<file path="config.mk">
export PLATFORM = sky130hd
export DESIGN_NAME = fetch_unit
export DESIGN_NICKNAME = d
export VERILOG_FILES = /design/src/rtl/fetch_pkg.sv /design/src/rtl/fetch_buffer.sv /design/src/rtl/fetch_unit.sv
export SDC_FILE = /design/constraint.sdc
export NUM_CORES = 1
export LEC_CHECK = 0
export CORE_ASPECT_RATIO = 1.2
export CORE_MARGIN = 2
export CORE_UTILIZATION = 45
export DETAILED_ROUTE_END_ITERATION = 10
export GPL_ROUTABILITY_DRIVEN = 0
export PLACE_DENSITY = 0.73
export SYNTH_ARGS = -nofsm -noshare
export SYNTH_HDL_FRONTEND = slang
export SYNTH_SLANG_ARGS = --single-unit
</file>
<file path="constraint.sdc">
create_clock -name Clk -period 2.6 [get_ports Clk]
set_input_delay 0.52 -clock Clk [delete_from_list [all_inputs] [get_ports Clk]]
set_output_delay 0.52 -clock Clk [all_outputs]
set_load 0.01 [all_outputs]
</file>
<file path="src/rtl/fetch_pkg.sv">
// Shared types for the instruction fetch unit: FSM state encoding and the
// buffered {instruction, pc} entry handed to the decoder.
package fetch_pkg;

    localparam int ADDR_W  = 12;
    localparam int INSTR_W = 16;

    typedef enum logic [1:0] {
        IDLE,
        REQ,
        DRAIN
    } fetch_state_t;

    typedef struct packed {
        logic [INSTR_W-1:0] instr;
        logic [ADDR_W-1:0]  pc;
    } fetch_entry_t;

endpackage

</file>
<file path="src/rtl/fetch_buffer.sv">
// Two-entry in-order instruction buffer. Entry 0 is always the head, so the
// head output keeps its last value once the buffer drains.
module fetch_buffer
    import fetch_pkg::*;
(
    input  logic         clk_i,
    input  logic         rst_ni,
    input  logic         push_i,
    input  fetch_entry_t entry_i,
    input  logic         pop_i,
    input  logic         clear_i,
    output logic [1:0]   count_o,
    output fetch_entry_t head_o
);

    logic [1:0]   count_q;
    fetch_entry_t e0_q, e1_q;
    logic         do_pop;

    assign do_pop  = pop_i & (count_q != 2'd0);
    assign count_o = count_q;
    assign head_o  = e0_q;

    always_ff @(posedge clk_i or negedge rst_ni) begin
        if (!rst_ni) begin
            count_q <= 2'd0;
            e0_q    <= '0;
            e1_q    <= '0;
        end else if (clear_i) begin
            count_q <= 2'd0;
        end else begin
            case ({push_i, do_pop})
                2'b10: begin
                    if (count_q == 2'd0) e0_q <= entry_i;
                    else                 e1_q <= entry_i;
                    count_q <= count_q + 2'd1;
                end
                2'b01: begin
                    if (count_q == 2'd2) e0_q <= e1_q;
                    count_q <= count_q - 2'd1;
                end
                2'b11: begin
                    // Simultaneous push/pop: the new entry slides in behind the survivor.
                    if (count_q == 2'd2) begin
                        e0_q <= e1_q;
                        e1_q <= entry_i;
                    end else begin
                        e0_q <= entry_i;
                    end
                end
                default: ;
            endcase
        end
    end

endmodule

</file>
<file path="src/rtl/fetch_unit.sv">
// Instruction fetch unit: reads the instruction at PC_in over a req/ack
// handshake, buffers up to two tagged instructions and drives the PC enable.
module fetch_unit #(
    parameter int ADDR_W    = fetch_pkg::ADDR_W,
    parameter int INSTR_W   = fetch_pkg::INSTR_W,
    parameter int BUF_DEPTH = 2
) (
    input  logic               Clk,
    input  logic               Reset_n,
    input  logic [ADDR_W-1:0]  PC_in,
    input  logic               Flush,
    output logic               PC_Enable,
    output logic               Mem_Req,
    output logic [ADDR_W-1:0]  Mem_Addr,
    input  logic               Mem_Ack,
    input  logic [INSTR_W-1:0] Mem_RData,
    output logic               Instr_Valid,
    output logic [INSTR_W-1:0] Instr_out,
    output logic [ADDR_W-1:0]  Instr_PC,
    input  logic               Instr_Ready
);

    import fetch_pkg::*;

    localparam logic [1:0] DEPTH = 2'(BUF_DEPTH);

    fetch_state_t      state_q;
    logic              req_q;
    logic [ADDR_W-1:0] addr_q;
    logic              push, pop;
    logic [1:0]        count;
    fetch_entry_t      head, new_entry;

    assign push        = (state_q == REQ) & Mem_Ack & ~Flush;
    assign pop         = Instr_Valid & Instr_Ready;
    assign Instr_Valid = (count != 2'd0);
    // A taken branch always enables the PC so it loads the target.
    assign PC_Enable   = Reset_n & (Flush | push);
    assign Mem_Req     = req_q;
    assign Mem_Addr    = addr_q;
    assign Instr_out   = head.instr;
    assign Instr_PC    = head.pc;
    assign new_entry   = '{instr: Mem_RData, pc: addr_q};

    always_ff @(posedge Clk or negedge Reset_n) begin
        if (!Reset_n) begin
            state_q <= IDLE;
            req_q   <= 1'b0;
            addr_q  <= '0;
        end else begin
            case (state_q)
                IDLE: begin
                    if (!Flush && count < DEPTH) begin
                        state_q <= REQ;
                        req_q   <= 1'b1;
                        addr_q  <= PC_in;
                    end
                end
                REQ: begin
                    // The request is never withdrawn; a flush only marks its data as dead.
                    if (Mem_Ack) begin
                        state_q <= IDLE;
                        req_q   <= 1'b0;
                    end else if (Flush) begin
                        state_q <= DRAIN;
                    end
                end
                DRAIN: begin
                    if (Mem_Ack) begin
                        state_q <= IDLE;
                        req_q   <= 1'b0;
                    end
                end
                default: begin
                    state_q <= IDLE;
                    req_q   <= 1'b0;
                end
            endcase
        end
    end

    fetch_buffer u_buf (
        .clk_i   (Clk),
        .rst_ni  (Reset_n),
        .push_i  (push),
        .entry_i (new_entry),
        .pop_i   (pop),
        .clear_i (Flush),
        .count_o (count),
        .head_o  (head)
    );

endmodule
</file>
==> Word-level counts from Yosys, hierarchy flattened <==
Index checks and enable logic that the tools add are counted.
{ "word_totals": {"reg_bits": 73, "latch_bits": 0, "ramBits": 0, "romBits": 0, "input_bits": 33, "out_inout_bits": 43, "elab_cells": 63, "mem_count": 0} }
{ "classes": {"n_addsub": 2, "n_mul": 0, "n_div": 0, "order_cmp": 1, "eq_ne": 14, "shifts": 0, "n_mux": 17, "bitwise_logic": 7, "reduce_logical": 14} }
{ "op_table": {"columns": ["op", "n"], "rows": [
  ["two-way mux 28 bit", 5],
  ["one-hot mux 28 bit (3 select lines)", 1],
  ["one-hot mux 28 bit (2 select lines)", 1],
  ["two-way mux 2 bit", 5],
  ["equality test 2 bit (second input constant)", 4],
  ["inequality test 2 x 1 -> 1 bit (second input constant)", 4],
  ["AND reduction 4 bit", 2],
  ["inequality test 2 bit (second input constant)", 3],
  ["one-hot mux 2 bit (3 select lines)", 1],
  ["nonzero test 3 bit", 2],
  ["bitwise AND 1 bit", 5],
  ["equality test 2 x 1 -> 1 bit (second input constant)", 2],
  ["logical NOT 2 bit", 2],
  ["one-hot mux 2 bit (2 select lines)", 1],
  ["AND reduction 2 bit", 2],
  ["nonzero test 2 bit", 2],
  ["inequality test 3 bit (second input constant)", 1],
  ["AND reduction 3 bit", 1],
  ["adder 2 x 1 -> 2 bit (second input constant)", 1],
  ["less-than comparator 2 bit (second input constant)", 1],
  ["two-way mux 1 bit", 2],
  ["one-hot mux 1 bit (2 select lines)", 1],
  ["OR reduction 2 bit", 1],
  ["subtractor 2 x 1 -> 2 bit (second input constant)", 1],
  ["4 further kinds", 4]
]} }

==> Longest topological paths before layout <==
Gate-level depths: netlist of run 1.
{ "depth": {"depth_word": 6, "ltp_mapped": 8, "mapped_depth_nobuf": 6} }

==> Hierarchy <==
From an unflattened synthesis of run 1, not the netlist that was laid out.
{ "hier_totals": {"cells_unflattened": 221, "area_unflattened_um2": 3333.2} }
{ "modules_own_cells": {"columns": ["mod", "instances", "cells_per_inst", "area_each_um2", "seq_area_each_um2"], "rows": [
  ["fetch_buffer", 1, 166, 2592.5, 1451.4],
  ["fetch_unit", 1, 55, 740.7, 375.4]
]} }

==> Worst setup path after synthesis of run 1 <==
No wires, ideal clock.
{ "synth_timing": {"path_type": "register to register", "start": "register state_q[0]", "end": "register u_buf.e0_q (netlist bit u_buf.head_o[0])", "setup_ns": 0.125, "t_arrival_ns": 1.951, "t_required_ns": 2.475, "setup_slack_ns": 0.524, "stages_incl_launch_ff": 8, "path_buffers": 2, "synth_period_minus_slack_ns": 2.076, "cell_sequence": "dfrtp_1 > ha_1 > and2_1 > buf_6 > a31oi_4 > buf_6 > mux2_4 > mux2_2"} }
{ "synth_between": {"elab_chain_len": 6, "word_cells_on_any_way": 11, "cone_classes": "eq/ne (6); mux (1); bitwise (2); reduce/logical (2)"} }
{ "synth_rtl": {"columns": ["item", "line_no", "rtl"], "rows": [
  ["start, declared", "fetch_unit.sv:27", "fetch_state_t state_q;"],
  ["start signal, assigned", "fetch_unit.sv:47", "state_q <= IDLE;"],
  ["start signal, assigned", "fetch_unit.sv:54", "state_q <= REQ;"],
  ["start signal, assigned", "fetch_unit.sv:62", "state_q <= IDLE;"],
  ["equality test 2 x 1 -> 1 bit (*)", "fetch_unit.sv:34", "assign push = (state_q == REQ) & Mem_Ack & ~Flush;"],
  ["bitwise AND 1 bit (*) (2 in a row)", "fetch_unit.sv:34", null],
  ["equality test 2 x 1 -> 1 bit / equality test 2 bit (equally long branches)", "fetch_buffer.sv:32", "case ({push_i, do_pop})"],
  ["inequality test 2 x 1 -> 1 bit (no source line) / nonzero test 3 bit (equally long branches)", null, null],
  ["AND reduction 4 bit (no source line)", null, null],
  ["end signal, assigned", "fetch_buffer.sv:34", "if (count_q == 2'd0) e0_q <= entry_i;"],
  ["end signal, assigned", "fetch_buffer.sv:39", "if (count_q == 2'd2) e0_q <= e1_q;"],
  ["end signal, assigned", "fetch_buffer.sv:45", "e0_q <= e1_q;"],
  ["end, declared", "fetch_buffer.sv:17", "fetch_entry_t e0_q, e1_q;"]
]} }
Mark *: on every way between the ends. The rest lies on a longest branch, timed or not.
A chain may end at the register's enable or synchronous reset.

==> Worst setup path after layout of run 1 <==
{ "layout_timing": {"start": "register state_q[1]", "end": "output port PC_Enable"} }
{ "layout_between": {"elab_chain_len": 5} }
{ "layout_rtl": {"columns": ["item", "line_no", "rtl"], "rows": [
  ["equality test 2 x 1 -> 1 bit", "fetch_unit.sv:34", null],
  ["bitwise AND 1 bit (2 in a row)", "fetch_unit.sv:34", null],
  ["OR 1 bit", "fetch_unit.sv:38", "assign PC_Enable = Reset_n & (Flush | push);"],
  ["bitwise AND 1 bit", "fetch_unit.sv:38", null],
  ["end, declared", "fetch_unit.sv:12", "output logic PC_Enable,"]
]} }
No other way between the ends.

==> results of run 1 <==
## worst max-delay path: cells and delay by family (launching register included)
kind                       cells  cell delay (ns)
buffers and inverters          2             0.63
adders and majority gates      1             0.21
AOI/OAI and AO/OA              1             0.12
and+or+nand+nor                1             0.22
DFF                            1             0.38
## sequential cells by signal, indices dropped and copies added (netlist names)
register / count
u_buf.count_o: 2
Mem_Req: 1
u_buf.head_o: 28
u_buf.e1_q: 28
state_q: 2
Mem_Addr: 12
## logic make-up after synthesis
group                    count (synthesis)  synth area share, %
adder cells (fa/ha/maj)                  3                1.129
buffers and inverters                   15                2.746
XOR/XNOR                                 1               0.2634
AO/OA/AOI/OAI                           13                3.311
multiplexers                            97                35.18
flip-flops                              73                54.93
AND/OR/NAND/NOR                         15                2.446
## Yosys cell counts, types with 3 or more instances
library cell | count | area [um^2]
nand2b_1 | 3 | 18.77
mux2_2 | 75 | 844.6
nand2_1 | 3 | 11.26
inv_1 | 6 | 22.52
buf_6 | 3 | 33.78
buf_2 | 4 | 20.02
dfrtp_1 | 73 | 1827
nor2_1 | 3 | 11.26
ha_1 | 3 | 37.54
and3_1 | 3 | 18.77
mux2_4 | 21 | 315.3
## per-layer routing
metal	GRT usage (%)	part of all wire (%)	vias to the layer above
met1	20.90	44	1018
met4	8.077	2.0	0
met2	25.06	50	46
met5	0	0	-
met3	3.142	4.2	10
li1	-	-	939
## metrics by stage
stage | hold slack [ns] | setup WS [ns]
2_1_floorplan | 0.2244 | 0.5243
3_3_place_gp | 0.4802 | 0.1007
3_5_place_dp | 0.4863 | 0.08464
4_1_cts | 0.4872 | 0.003390
5_1_grt | 0.5188 | 0.04232
6_report | 0.4510 | 0.1927
## worst max path at each step
| stage | slack (ns) | cells past startpoint | end | start |
|---|---|---|---|---|
| after floorplan | 0.52 | 7 | u_buf.head_o[0] | state_q[0] |
| after global placement | 0.10 | 4 | PC_Enable | Mem_Ack |
| after detailed placement | 0.08 | 4 | PC_Enable | Mem_Ack |
| after CTS | 0.003 | 5 | PC_Enable | state_q[1] |
| after global routing | 0.04 | 5 | PC_Enable | state_q[1] |
| final | 0.19 | 5 | PC_Enable | state_q[1] |
## cell type report
| type | instances | area (um^2) | share of cell area (%) |
|---|---|---|---|
| tap | 90 | 112.6 | 2.582 |
| timing repair buffer | 82 | 838.3 | 19.23 |
| inverter | 6 | 22.52 | 0.5165 |
| clock buffer | 12 | 145.1 | 3.329 |
| multi-input combinational | 129 | 1410 | 32.34 |
| clock inverter | 1 | 5.005 | 0.1148 |
| sequential | 73 | 1827 | 41.89 |
## power groups by stage
stage          sequential, mW  clock (mW)  combinational (mW)
3_3_place_gp             1.93           0                1.89
5_1_grt                  2.00       0.801                2.07
6_report                 1.93       0.722                1.91
4_1_cts                  1.94       0.754                1.94
2_1_floorplan            2.05           0               0.909
3_5_place_dp             1.96           0                1.93
==> results.cfg, run 1 <==
[run_status]
status = completed

[clock_tree]
cts_setup_buffers = 0
cts_tree = yes
clk_pin_slew_ns = 0.07
cts_root_buffer = clkbuf_8
clockBufferDepth = 2
numCtsBuffers = 9
ctsHoldBuffers = 0
htreeDepth = 3
cts_sinks = 73
cts_resized = 0
worstSkewPairLatency_ns = 0.33

[sta]
hold_viol_final = 0
min_period_ns = 2.407
rsz0062_at_grt = no
fin_setup_tns_ns = 0
fmax_mhz = 415.4
maxSlewViolCount = 0
finalCritPeriodShare_pct = 92.59
relSlewSlack_pct = 39.13
worst_pin_slew_ns = 0.9130
clock_skew_ns = 0.008863
setup_viol = 0

[global_route]
grt_pass1_wl_mm = 9.756
grt-ovfl-total = 0
grt_pass1_vias = 2071
antenna_found_initial = 0
grt_max_degree = 74
track_usage_pct = 16.04

[placed_design]
place_area_mm2 = 0.004208
port_buffers = 75
dp_cells = 380
hpwlAfterDp_mm = 3.970

[floorplanning]
die_x_um = 82.48
start_util_pct = 46.26
io_pins = 76
rows = 34
die_h_um = 98.17
core_area_mm2 = 0.007189
dieArea_mm2 = 0.008097

[detailed_routing]
dr.first_iter.drc_count = 60
ant_nets = 0
drt-vias-per-instance = 5.122
drc = 0
drt_wl_total_mm = 5.918
vias = 2013
wl_per_cell_um = 15.06
drt_pass1_iterations = 4

[setup_path]
crit_chain = inv_1, ha_1, and2_4, o21a_1, clkdlybuf4s50_1
critical_path_class = flop to output port
cp_max_fo = 7
worstSetupStartpointType = flop
r2r_slack_ns = 0.59
worstReg2RegStart = state_q[1]
cp.arrival_ns = 1.89
ff2ff_path_depth = 7
cp_slowest_stage_delay_ns = 0.53
worstReg2RegEnd = u_buf.head_o[9]
cp.required_ns = 2.08
crit_path_end_kind = output port
cp_slowest_cell = clkdlybuf4s50_1

[final_layout]
layout.cells.most_common_list = mux2_2, clkdlybuf4s50_1, dfrtp_1
fin_nets = 337
final_common_cell = mux2_2
synthToLayoutAreaGrowth_pct = 31.11
drive_gt1_share_pct = 39.27
utilization_pct = 60.65
layout.cells.non_filler = 393
antenna_cells = 0
stdcell_area_mm2 = 0.004360
fillers = 604

[pwr]
clock_power_share_pct = 15.8
p_leak_nw = 1.931
p_comb_share_pct = 41.9
seqPwrFrac_pct = 42.2
ir_worst_vdd_uv = 489.0
power_per_cell_area_mw_per_mm2 = 1047
intPower_mw = 3.260
p_sw_mw = 1.304
swShare_pct = 28.58
p_total_mw = 4.564

[synthesis]
netlist_area_mm2 = 0.003326
yosys_warnings = 0
ys_types = 27
synthCells = 217
syn_area_per_cell_um2 = 15.33
syn_nets = 253
yosys_register_bits = 73
synthFlopType = dfrtp_1
async_reset_ff_share_pct = 100.0
synth_seq_area_share_pct = 54.93
synth_edf_count = 0

[flow_run]
cap_viol_max_count = 0

[worst_hold_path]
min_path_type = input port to async pin
(Power assumes the default switching activity.)
==> run 2, diff against run 1 <==
Settings changed: CTS_CLUSTER_DIAMETER set to 80.
==> results of run 2 <==
No change in the layout: final DEF, timing and power equal those of run 1.
==> run 3, diff against run 2 <==
Settings changed: CELL_PAD_IN_SITES_DETAIL_PLACEMENT set to 0, CELL_PAD_IN_SITES_GLOBAL_PLACEMENT set to 1, CORE_UTILIZATION 45 to 41, PLACE_DENSITY 0.73 to unset, PLACE_DENSITY_LB_ADDON set to 0.1.
==> run 3 against run 2 <==
Net effect: critical path type unchanged; total power up 5.8%; via count up 0.25%; flip-flop and latch count unchanged; core utilization down 4.9 points.
==> results.cfg, run 3 (same netlist as run 1, synthesis figures left out) <==
[detailed_routing]
drt_pass1_iterations = 3
dr.first_iter.drc_count = 43
drt-vias-per-instance = 4.983
drt_wl_total_mm = 6.281
vias = 2018
wl_per_cell_um = 15.51
ant_nets = 0
drc = 0

[setup_path]
critical_path_class = flop to output port
cp_max_fo = 7
crit_path_end_kind = output port
cp_top_family = buffers and inverters
cp.arrival_ns = 1.89
critPathBufInv = 2
crit_chain = inv_1, ha_1, and2_4, o21a_1, clkdlybuf4s50_1
cp.required_ns = 2.08
cp_slowest_stage_delay_ns = 0.53
cp_slowest_cell = clkdlybuf4s50_1
worstSetupStartpointType = flop

[sta]
clock_skew_ns = 0.01008
fin_setup_tns_ns = 0
rsz0062_at_grt = no
worst_pin_slew_ns = 0.5925
relSlewSlack_pct = 60.50
finalCritPeriodShare_pct = 92.54
maxSlewViolCount = 0
fmax_mhz = 415.6
min_period_ns = 2.406
setup_viol = 0
hold_viol_final = 0

[run_status]
status = completed

[floorplanning]
die_x_um = 86.22
dieArea_mm2 = 0.008851
core_area_mm2 = 0.008018
die_h_um = 102.7
start_util_pct = 41.48
io_pins = 76
rows = 36

[clock_tree]
clockBufferDepth = 2
ctsHoldBuffers = 0
worstSkewPairLatency_ns = 0.34
cts_sinks = 73
cts_root_buffer = clkbuf_8
cts_setup_buffers = 0
numCtsBuffers = 9
htreeDepth = 3
cts_resized = 0
clk_pin_slew_ns = 0.08
cts_tree = yes

[global_route]
grt_pass1_vias = 2129
antenna_found_initial = 0
track_usage_pct = 14.97
grt-ovfl-total = 0
grt_max_degree = 48
grt_pass1_wl_mm = 10.24

[final_layout]
layout.cells.non_filler = 405
fin_nets = 341
drive_gt1_share_pct = 40.97
final_common_cell = mux2_2
antenna_cells = 0
synthToLayoutAreaGrowth_pct = 34.31
layout.cells.most_common_list = mux2_2, clkdlybuf4s50_1, dfrtp_1

[pwr]
p_leak_nw = 1.987
ir_worst_vdd_uv = 469.0
power_per_cell_area_mw_per_mm2 = 1081

[placed_design]
hpwlAfterDp_mm = 4.256
dp_cells = 389
port_buffers = 75

[worst_hold_path]
min_path_type = input port to async pin

[flow_run]
cap_viol_max_count = 0
==> run 3: routing by layer <==
metal / share of wire (%) / vias to the layer above / global-route usage [%]
met2: 49 / 48 / 24.75
met3: 4.0 / 10 / 3.042
met4: 1.3 / 0 / 5.769
met5: 0 / - / 0
met1: 46 / 1013 / 19.49
li1: - / 947 / -
==> run 3: where the power goes <==
part / switching (mW) / leakage (nW) / internal, mW / total, mW
combinational: 0.641 / 0.952 / 1.28 / 1.92
clock: 0.415 / 0.113 / 0.566 / 0.981
sequential: 0.296 / 0.922 / 1.63 / 1.92
==> run 3: path summary, 6_finish.rpt <==
path,startpoint,to,slack (ns),depth (start not counted)
worst max-delay path,state_q[1],PC_Enable,0.19,5
max in group asynchronous,Reset_n,Mem_Req,1.46,3
worst max register to register,state_q[0],u_buf.head_o[11],0.60,6
min in group Clk,Mem_Req,Mem_Req,0.51,1
worst min-delay path,Reset_n,u_buf.e1_q[15],0.22,2
worst min register to register,Mem_Req,Mem_Req,0.51,1
==> run 3: final cells by class <==
cell class	count	area, um^2
fill	696	3551
sequential	73	1827
multi-input combinational	129	1410
timing repair buffer	86	868.3
clock buffer	11	141.4
tap	95	118.9
clock inverter	5	78.83
inverter	6	22.52
==> run 3: stage by stage <==
stage / cell area (um^2) / total power [mW] / utilization, % / hold WS, ns / setup WS [ns]
global placement: 4244 / 3.857 / 52.93 / 0.4779 / 0.09975
floorplan: 3326 / 2.958 / - / 0.2244 / 0.5243
finish: 4467 / 4.828 / 55.71 / 0.2236 / 0.1940
global route: 4467 / 5.139 / 55.71 / 0.2436 / 0.03334
detailed placement: 4244 / 3.901 / 52.93 / 0.4896 / 0.1018
CTS: 4464 / 4.908 / 55.68 / 0.2337 / 0.01175
